[src/rtl/if_stage_hazard.sv]
// Instruction-fetch front end: PC and IF/ID registers, load-use detection,
// MEM-resolved redirect with wrong-path squash, and saturating perf counters.
module if_stage_hazard #(
    parameter logic [31:0] RESET_PC  = 32'h0040_0000,
    parameter int unsigned CNT_WIDTH = 16
) (
    input  logic                 clk,
    input  logic                 reset,
    output logic [31:0]          pc_o,
    input  logic [31:0]          instruction_i,
    input  logic                 redirect_i,
    input  logic [31:0]          redirect_pc_i,
    input  logic                 hold_i,
    input  logic                 ex_mem_read_i,
    input  logic [4:0]           ex_rt_i,
    output logic [31:0]          id_instruction_o,
    output logic [31:0]          id_pc_plus_4_o,
    output logic                 id_valid_o,
    output logic                 id_ex_bubble_o,
    output logic                 ex_mem_flush_o,
    output logic                 load_use_o,
    output logic                 misaligned_o,
    output logic [CNT_WIDTH-1:0] stall_cnt_o,
    output logic [CNT_WIDTH-1:0] flush_cnt_o
);

    logic [31:0]          r_pc;
    logic [31:0]          r_id_instr;
    logic [31:0]          r_id_pc4;
    logic                 r_id_valid;
    logic                 r_misaligned;
    logic [CNT_WIDTH-1:0] r_stall_cnt;
    logic [CNT_WIDTH-1:0] r_flush_cnt;

    logic [31:0] w_pc_plus_4;
    logic [4:0]  w_id_rs;
    logic [4:0]  w_id_rt;
    logic        w_load_use;
    logic        w_stall_sat;
    logic        w_flush_sat;

    assign w_pc_plus_4 = r_pc + 32'd4;
    assign w_id_rs     = r_id_instr[25:21];
    assign w_id_rt     = r_id_instr[20:16];
    assign w_stall_sat = (r_stall_cnt == '1);
    assign w_flush_sat = (r_flush_cnt == '1);

    always_comb begin
        w_load_use     = 1'b0;
        id_ex_bubble_o = 1'b0;
        ex_mem_flush_o = 1'b0;
        if (!reset) begin
            w_load_use = ex_mem_read_i && r_id_valid && (ex_rt_i != 5'd0) &&
                         ((ex_rt_i == w_id_rs) || (ex_rt_i == w_id_rt));
            id_ex_bubble_o = redirect_i || hold_i || w_load_use;
            ex_mem_flush_o = redirect_i;
        end
    end

    // Priority: redirect squashes regardless of hold/stall; hold freezes without counting.
    always_ff @(posedge clk) begin
        if (reset) begin
            r_pc         <= RESET_PC;
            r_id_instr   <= '0;
            r_id_pc4     <= '0;
            r_id_valid   <= 1'b0;
            r_misaligned <= 1'b0;
            r_stall_cnt  <= '0;
            r_flush_cnt  <= '0;
        end else if (redirect_i) begin
            r_pc       <= {redirect_pc_i[31:2], 2'b00};
            r_id_instr <= '0;
            r_id_pc4   <= '0;
            r_id_valid <= 1'b0;
            if (!w_flush_sat)
                r_flush_cnt <= r_flush_cnt + 1'b1;
            if (redirect_pc_i[1:0] != 2'b00)
                r_misaligned <= 1'b1;
        end else if (hold_i) begin
            r_pc <= r_pc;
        end else if (w_load_use) begin
            if (!w_stall_sat)
                r_stall_cnt <= r_stall_cnt + 1'b1;
        end else begin
            r_pc       <= w_pc_plus_4;
            r_id_instr <= instruction_i;
            r_id_pc4   <= w_pc_plus_4;
            r_id_valid <= 1'b1;
        end
    end

    assign pc_o             = r_pc;
    assign id_instruction_o = r_id_instr;
    assign id_pc_plus_4_o   = r_id_pc4;
    assign id_valid_o       = r_id_valid;
    assign load_use_o       = w_load_use;
    assign misaligned_o     = r_misaligned;
    assign stall_cnt_o      = r_stall_cnt;
    assign flush_cnt_o      = r_flush_cnt;

endmodule
[config.mk]
export PLATFORM = sky130hd
export DESIGN_NAME = if_stage_hazard
export DESIGN_NICKNAME = d
export VERILOG_FILES = /design/src/rtl/if_stage_hazard.sv
export SDC_FILE = /design/constraint.sdc
export NUM_CORES = 1
export LEC_CHECK = 0
export BUFFER_PORTS_ARGS = -buffer_cell sky130_fd_sc_hd__buf_2
export CAP_MARGIN = 20
export CORE_MARGIN = 2
export CORE_UTILIZATION = 30
export CTS_BUF_LIST = sky130_fd_sc_hd__clkbuf_4
export DETAILED_ROUTE_END_ITERATION = 7
export PLACE_DENSITY = 0.52
export SLEW_MARGIN = 20
export SYNTH_ARGS = -nofsm -noshare
export SYNTH_HDL_FRONTEND = slang
export SYNTH_SLANG_ARGS = --single-unit
[constraint.sdc]
create_clock -name clk -period 2.65 [get_ports clk]
set_input_delay 0.265 -clock clk [delete_from_list [all_inputs] [get_ports clk]]
set_output_delay 0.265 -clock clk [all_outputs]
set_load 0.05 [all_outputs]
After elaboration in Yosys (flattened, before gate mapping)
Cells that the tools add are included.

storage, ports and cells
  register bits after elaboration = 130
  bits of input ports = 74
  output and inout port bits = 133
  word-level logic and storage cells = 42

operators by class
  $add $sub $neg = 3
  eq/ne operators = 6
  mux-type cells = 6
  bitwise logic cells = 5
  reductions and logical operators = 14

operators by type and width
  kind                   count
  $mux 32                3
  $add 16x1->16 const B  2
  $add 32x3->32 const B  1
  $eq 16x16->1 const B   2
  $eq 5x5->1             2
  $reduce_and 2->1       4
  $not 1->1              5
  $reduce_bool 5->1      1
  $ne 2x2->1 const B     2
  $reduce_and 4->1       1
  $logic_and 1x1->1      3
  $logic_or 1x1->1       3
  $mux 1                 3
  $reduce_bool 2->1      1
  $reduce_or 2->1        1

Longest topological paths before layout
Gate-level depths: netlist (run 1).

  depth in word-level cells = 7
  mapped depth = 8
  mapped depth without buffers = 7

Worst setup path before layout (run 1)
OpenSTA, ideal clock, no wires.

  path type = reg2reg
  from = register r_pc[2], in the netlist pc_o[2]
  to = register r_pc[24], in the netlist pc_o[24]
  library setup time = 0.086 ns
  arrival = 2.435 ns
  data required time = 2.564 ns
  setup slack = 0.130 ns
  stages on the path, launching flop included = 8
  path buffers = 0
  clock period less this slack = 2.520 ns
  cells stage by stage = dfxtp_1 > ha_1 > nand4_1 > nor4_1 > nand3_1 > a211oi_1 > xnor2_1 > a211oi_1

between the ends
  longest elaborated chain between the ends = 4

ends and longest elaborated chain
  element                   line  source
  start: declaration        27    logic [31:0] r_pc;
  start signal: assignment  71    r_pc <= {redirect_pc_i[31:2], 2'b00};
  start signal: assignment  80    r_pc <= r_pc;
  start signal: assignment  85    r_pc <= w_pc_plus_4;
  $add 32x3->32             42    assign w_pc_plus_4 = r_pc + 32'd4;
  $mux 32                   81    end else if (w_load_use) begin
  $mux 32                   79    end else if (hold_i) begin
  $mux 32                   70    end else if (redirect_i) begin

No other way between the ends. The select of a mux whose other input is x is not followed.
A chain may end at the register's enable or synchronous reset.

Final worst setup path (run 1)
  from = register r_id_instr[23], in the netlist id_instruction_o[23]
  to = output load_use_o

between the ends
  longest elaborated chain between the ends = 4

ends and longest elaborated chain
  element                   line  source
  start: declaration        28    logic [31:0] r_id_instr;
  start signal: assignment  86    r_id_instr <= instruction_i;
  $eq 5x5->1                54    ((ex_rt_i == w_id_rs) || (ex_rt_i == w_id_rt));
  $logic_or 1x1->1          54
  $logic_and 1x1->1         53    w_load_use = ex_mem_read_i && r_id_valid && (ex_rt_i != 5'd0) &&
  $mux 1                    52    if (!reset) begin
  end: declaration          21    output logic load_use_o,

No other way between the ends.

==> flow_summary.yaml, run 1 <==
run_status:
  status: "finished clean"
worst_setup_path:
  critical_path_required_ns: 2.38
  criticalPathCategory: "flop to output pin"
  endpoint_kind: "output pin"
  worstPathArrival_ns: 2.14
  startpoint_type: "flop"
  crit_fanout: 16
pwr:
  max-vdd-ir-drop_v: 0.000216
  leakage_power_figure_uw: 0.00350
  power.density_cell_area_mw_per_mm2: 513
die:
  coreArea_mm2: 0.0196
  top_level_ports: 207
  standard_cell_rows: 51
  design.die.area_mm2: 0.0212
  start_util_pct: 30.7
  die_w_um: 146
  die_height_um: 146
cts:
  tritoncts.num_buffers: 17
  clockRootBuffer: "clkbuf_4"
  h_tree_levels: 4
  clkLatencyLatePin_ns: 0.55
  tritoncts: "built"
  clk_pin_slew_worst_paths_ns: 0.13
  clk_path_buf_depth: 2
  cts_setup_buffers: 0
  clock_tree_sinks: 126
final_layout:
  layout-area-overhead-vs-synth_pct: 37.4
  drive_above_1_share_pct: 29.0
  layout.cells.most_common: "buf_2"
  finalInstanceArea_mm2: 0.00826
  commonest_cells_after_routing_fill_and_taps_aside: "buf_2, dfxtp_1, nor2_1, dlygate4sd3_1, a211oi_1"
  final_nets: 1016
place:
  dp.final_hpwl_um: 13500
  port_buffers: 202
  placement.setup.worst_slack_ns: 0.407
  gp_congestion: 0.792
  dpl_cell_area_mm2: 0.00735
logic_synthesis:
  ys_seq_elements: 126
  synth.yosys.seq_area_share_pct: 41.9
  synthCells: 678
  postSynth.topFlopCell: "dfxtp_1"
  synth_unique_cells: 58
  postSynthAreaPerCell_um2: 8.87
  post_synth_edffs: 0
  yosysWarningCount: 0
  synth_async_sr_flop_share_pct: 0
  synthesis.area_mm2: 0.00601
grt:
  number_of_antenna_violations_at_the_first_check_in_global_routing: 3
  wire_length_of_the_first_global_routing_pass_um: 29700
  grt_use_total_pct: 17.5
  grt_start_max_net_pins: 44
  overflow: 0
  vias_in_the_first_global_route: 5485
routing:
  route.detailed.wl_per_inst_um: 15.4
  per_cell_via_count_in_the_routed_design: 4.71
  antenna_violating_nets_post_route: 0
  top_layer: "met4"
  vias: 5743
  detail_route.wirelength.met1_um: 8520
  drt_first_pass_iters: 4
  number_of_remaining_drc_errors: 0
  dr.first_iter.drc_count: 237
  routed-wl-met3_um: 1220
  routed_wl_um: 18800
  met2_length_um: 8790
sta:
  min_period_over_period_pct: 90.7
  finalHoldViolCount: 0
  slew_headroom_pct: 56.8
  post-route-worst-setup-slack_ns: 0.246
  setup_violations_final: 0
  worstMarginPinSlew_ns: 0.646
  rsz_0062_raised_after_global_routing: "false"
  final_skew_ns: 0.0191
  finalSetupTns_ns: 0
  clock.fmax_mhz: 416
  hold-worst-slack_ns: 0.0400
  finalWorstPathRequiredPeriod_ns: 2.40
  finalMaxSlewViolations: 0
hold_path:
  min_path_type: "input port to flop"
job:
  timing.max_cap.violations: 0
## cell usage after synthesis (5+ instances only)
master / instances / share of area, %
dfxtp_1: 126 / 42
nor2_1: 105 / 6.6
a211oi_1: 51 / 6.4
nand2_1: 39 / 2.4
xnor2_1: 38 / 5.5
mux2i_1: 34 / 5.7
xor2_1: 32 / 4.7
nand3_1: 28 / 2.3
clkbuf_1: 26 / 1.6
a21oi_1: 24 / 2.0
o21ai_0: 21 / 1.7
nand4_1: 13 / 1.4
inv_1: 11 / 0.69
o21bai_1: 11 / 1.4
or3_1: 11 / 1.1
buf_2: 10 / 0.83
o31ai_1: 9 / 1.1
or4_1: 8 / 1.0
and3_1: 7 / 0.73
nor3_1: 6 / 0.50
a311oi_1: 5 / 0.73
## state kept, by name (all words and copies together), names as in the netlist
| signal | cells |
|---|---|
| id_instruction_o | 32 |
| id_pc_plus_4_o | 30 |
| pc_o | 30 |
| flush_cnt_o | 16 |
| stall_cnt_o | 16 |
| id_valid_o | 1 |
| misaligned_o | 1 |
## metrics by stage
| stage | std cells | utilization [%] | power [uW] |
|---|---|---|---|
| floorplan | 681 | - | 2600 |
| global placement | 1125 | 37.5 | 2820 |
| detailed placement | 1125 | 37.5 | 2820 |
| CTS | 1217 | 42.1 | 4310 |
| global route | 1218 | 42.1 | 4450 |
| finish | 1220 | 42.2 | 4240 |
## report_power, final
| part | leakage, uW | internal [uW] | switching, uW |
|---|---|---|---|
| Combinational | 0.00232 | 277 | 520 |
| Clock | 0.000149 | 573 | 826 |
| Sequential | 0.00103 | 1970 | 80.2 |
## cell families after synthesis
group	Yosys count	share of synthesized area, %
AO/OA/AOI/OAI	144	17.1
XOR/XNOR	70	10.2
adder cells (fa/ha/maj)	3	0.624
buffers and inverters	61	4.89
flip-flops	126	41.9
multiplexers	34	5.66
other	1	0.0624
AND/OR/NAND/NOR	239	19.6
## final cells by class
type | instances | area [um^2]
Tap cell | 265 | 332
Sequential cell | 126 | 2520
Timing Repair Buffer | 288 | 1840
Multi-Input combinational cell | 494 | 3220
Antenna cell | 3 | 7.51
Inverter | 12 | 45.0
Fill cell | 2012 | 11300
Clock inverter | 15 | 164
Clock buffer | 17 | 128
## path summary, 6_finish.rpt
| path | start | end | slack (ns) | cells past startpoint |
|---|---|---|---|---|
| setup / recovery | id_instruction_o[23] | load_use_o | 0.25 | 7 |
| hold / removal | redirect_pc_i[24] | pc_o[24] | 0.04 | 3 |
| setup reg to reg | pc_o[17] | pc_o[29] | 0.38 | 6 |
| hold reg to reg | misaligned_o | misaligned_o | 0.46 | 2 |
## per-layer routing
metal / track usage [%] / up-vias
met5: 0 / -
met2: 28.6 / 169
met3: 5.11 / 14
met4: 5.34 / 0
met1: 22.4 / 2611
li1: - / 2949
## what timing repair did
item,in CTS,in global routing
gates resized for setup,0,5
hold endpoints to repair,59,0
hold buffers,60,0
setup endpoints to repair,0,2
## worst max-delay path: stages (launching register included)
cell and delay, ns:
dfxtp_1 0.41, xnor2_1 0.13, nand3_1 0.12, o22ai_2 0.25, buf_8 0.22, nand2_1 0.12
inv_1 0.09, clkbuf_4 0.24
Power figures use the tool's default switching activity.
==> run 2, diff against run 1 <==
Settings changed: CELL_PAD_IN_SITES_DETAIL_PLACEMENT set to 2, CELL_PAD_IN_SITES_GLOBAL_PLACEMENT set to 2, PLACE_DENSITY 0.52 to 0.83.
==> run 2 against run 1 <==
Compared with the run above:
- hold slack better by 0.013 ns
- sequential share of layout area is 0.28 points lower
- clock power is 29% higher
- fmax is 2.0% lower
- design area is 0.94% higher
- critical endpoint unchanged
- largest power group unchanged
==> flow_summary.yaml, run 2 (synthesis results as in run 1) <==
place:
  port_buffers: 202
  dpl.cell_count: 1123
  dpl_cell_area_mm2: 0.00735
  placement.setup.worst_slack_ns: 0.221
  gp_congestion: 0.771
  dp.final_hpwl_um: 16100
sta:
  min_period_over_period_pct: 92.6
  post-route-worst-setup-slack_ns: 0.197
  clock.fmax_mhz: 408
  final_skew_ns: 0.0310
  finalSetupTns_ns: 0
  worstMarginPinSlew_ns: 0.701
  rsz_0062_raised_after_global_routing: "false"
  finalWorstPathRequiredPeriod_ns: 2.45
  slew_headroom_pct: 53.3
  setup_violations_final: 0
  finalMaxSlewViolations: 0
  finalHoldViolCount: 0
worst_setup_path:
  reg2reg_to: "pc_o[29]"
  startpoint_type: "flop"
  worstPathArrival_ns: 2.19
  endpoint_kind: "output pin"
  criticalPathCategory: "flop to output pin"
  crit-reg2reg-launch: "pc_o[17]"
  reg2reg_depth: 6
  crit_fanout: 14
  critical_path_required_ns: 2.38
  setup_slack_of_the_most_critical_reg_to_reg_path_ns: 0.20
routing:
  dr.first_iter.drc_count: 209
  drt_first_pass_iters: 4
  per_cell_via_count_in_the_routed_design: 5.15
  antenna_violating_nets_post_route: 0
  vias: 6257
  routed_wl_um: 24900
  number_of_remaining_drc_errors: 0
  route.detailed.wl_per_inst_um: 20.5
final_layout:
  commonest_cells_after_routing_fill_and_taps_aside: "buf_2, dfxtp_1, nor2_1, dlygate4sd3_1, a211oi_1"
  final.fill_count: 2200
  layout-area-overhead-vs-synth_pct: 38.7
  finalCoreUtilization_pct: 42.6
  largest_register_ffs: 32
  finalInstanceArea_mm2: 0.00834
  antenna-diode-count: 0
  final_nets: 1015
  layout.cells.most_common: "buf_2"
  fin_cells: 1216
  drive_above_1_share_pct: 29.2
cts:
  tritoncts.num_buffers: 17
  tritoncts: "built"
  clk_path_buf_depth: 2
  clockRootBuffer: "clkbuf_4"
  clkLatencyLatePin_ns: 0.56
  clock_tree_sinks: 126
  clk_pin_slew_worst_paths_ns: 0.14
  h_tree_levels: 4
grt:
  number_of_antenna_violations_at_the_first_check_in_global_routing: 2
  grt_start_max_net_pins: 64
  vias_in_the_first_global_route: 6959
  overflow: 0
  grt_use_total_pct: 23.4
  wire_length_of_the_first_global_routing_pass_um: 39700
hold_path:
  hold_depth: 3
  min_path_type: "input port to flop"
  hold_path.startpoint: "redirect_pc_i[30]"
  hold-path-endpoint: "pc_o[30]"
die:
  coreArea_mm2: 0.0196
  standard_cell_rows: 51
  die_height_um: 146
  design.die.area_mm2: 0.0212
  start_util_pct: 30.7
  top_level_ports: 207
  die_w_um: 146
pwr:
  power.density_cell_area_mw_per_mm2: 563
  leakage_power_figure_uw: 0.00355
  max-vdd-ir-drop_v: 0.000300
job:
  timing.max_cap.violations: 0
run_status:
  status: "finished clean"
==> run 2: layout make-up <==
cell class | count | area, um^2 | share of cell area [%]
clock buffer | 18 | 135 | 1.62
multi-input combinational | 494 | 3230 | 38.8
sequential | 126 | 2520 | 30.2
timing repair buffer | 287 | 1830 | 22.0
clock inverter | 14 | 239 | 2.87
tap | 265 | 332 | 3.98
inverter | 12 | 45.0 | 0.540
==> run 2: worst max-delay path, cell delays in order, from the launching register on <==
cell and delay (ns):
dfxtp_1 0.42, nand2_1 0.12, a211oi_4 0.30, buf_6 0.24, nand2_1 0.15, inv_1 0.13
buf_2 0.29
==> run 2: report_power, final <==
part	internal, uW	switching, uW
logic	277	558
registers	1970	91.1
clock network	955	848
total	3200	1500
==> run 2: routing by layer <==
metal  track usage (%)  routed length, um
met1              26.9              10300
met2              42.7              12800
met3              6.52               1290
met4              6.37                417
met5                 0                 27
==> run 2: per-stage QoR <==
stage	power, uW	hold slack (ns)
after global routing	4890	0.0294
after global placement	2820	0.435
after floorplan	2600	0.374
after CTS	4700	0.00148
after detailed placement	2840	0.438
final	4690	0.0527
==> run 2: worst max-delay path by stage <==
stage	from	end	slack (ns)	cells after the start
4_1_cts	id_valid_o	load_use_o	0.009	6
6_report	id_valid_o	load_use_o	0.20	6
5_1_grt	id_valid_o	load_use_o	0.005	6
2_1_floorplan	pc_o[2]	pc_o[24]	0.13	7
3_5_place_dp	pc_o[17]	pc_o[29]	0.22	6
3_3_place_gp	pc_o[17]	pc_o[29]	0.31	6
==> run 2: repair_timing <==
action / in CTS / in global routing
endpoints found under the hold margin: 56 / 0
setup buffers: 0 / 4
gates resized for setup: 1 / 2
hold buffers: 57 / 0
pin swaps: 1 / 2
endpoints found under the setup margin: 2 / 5
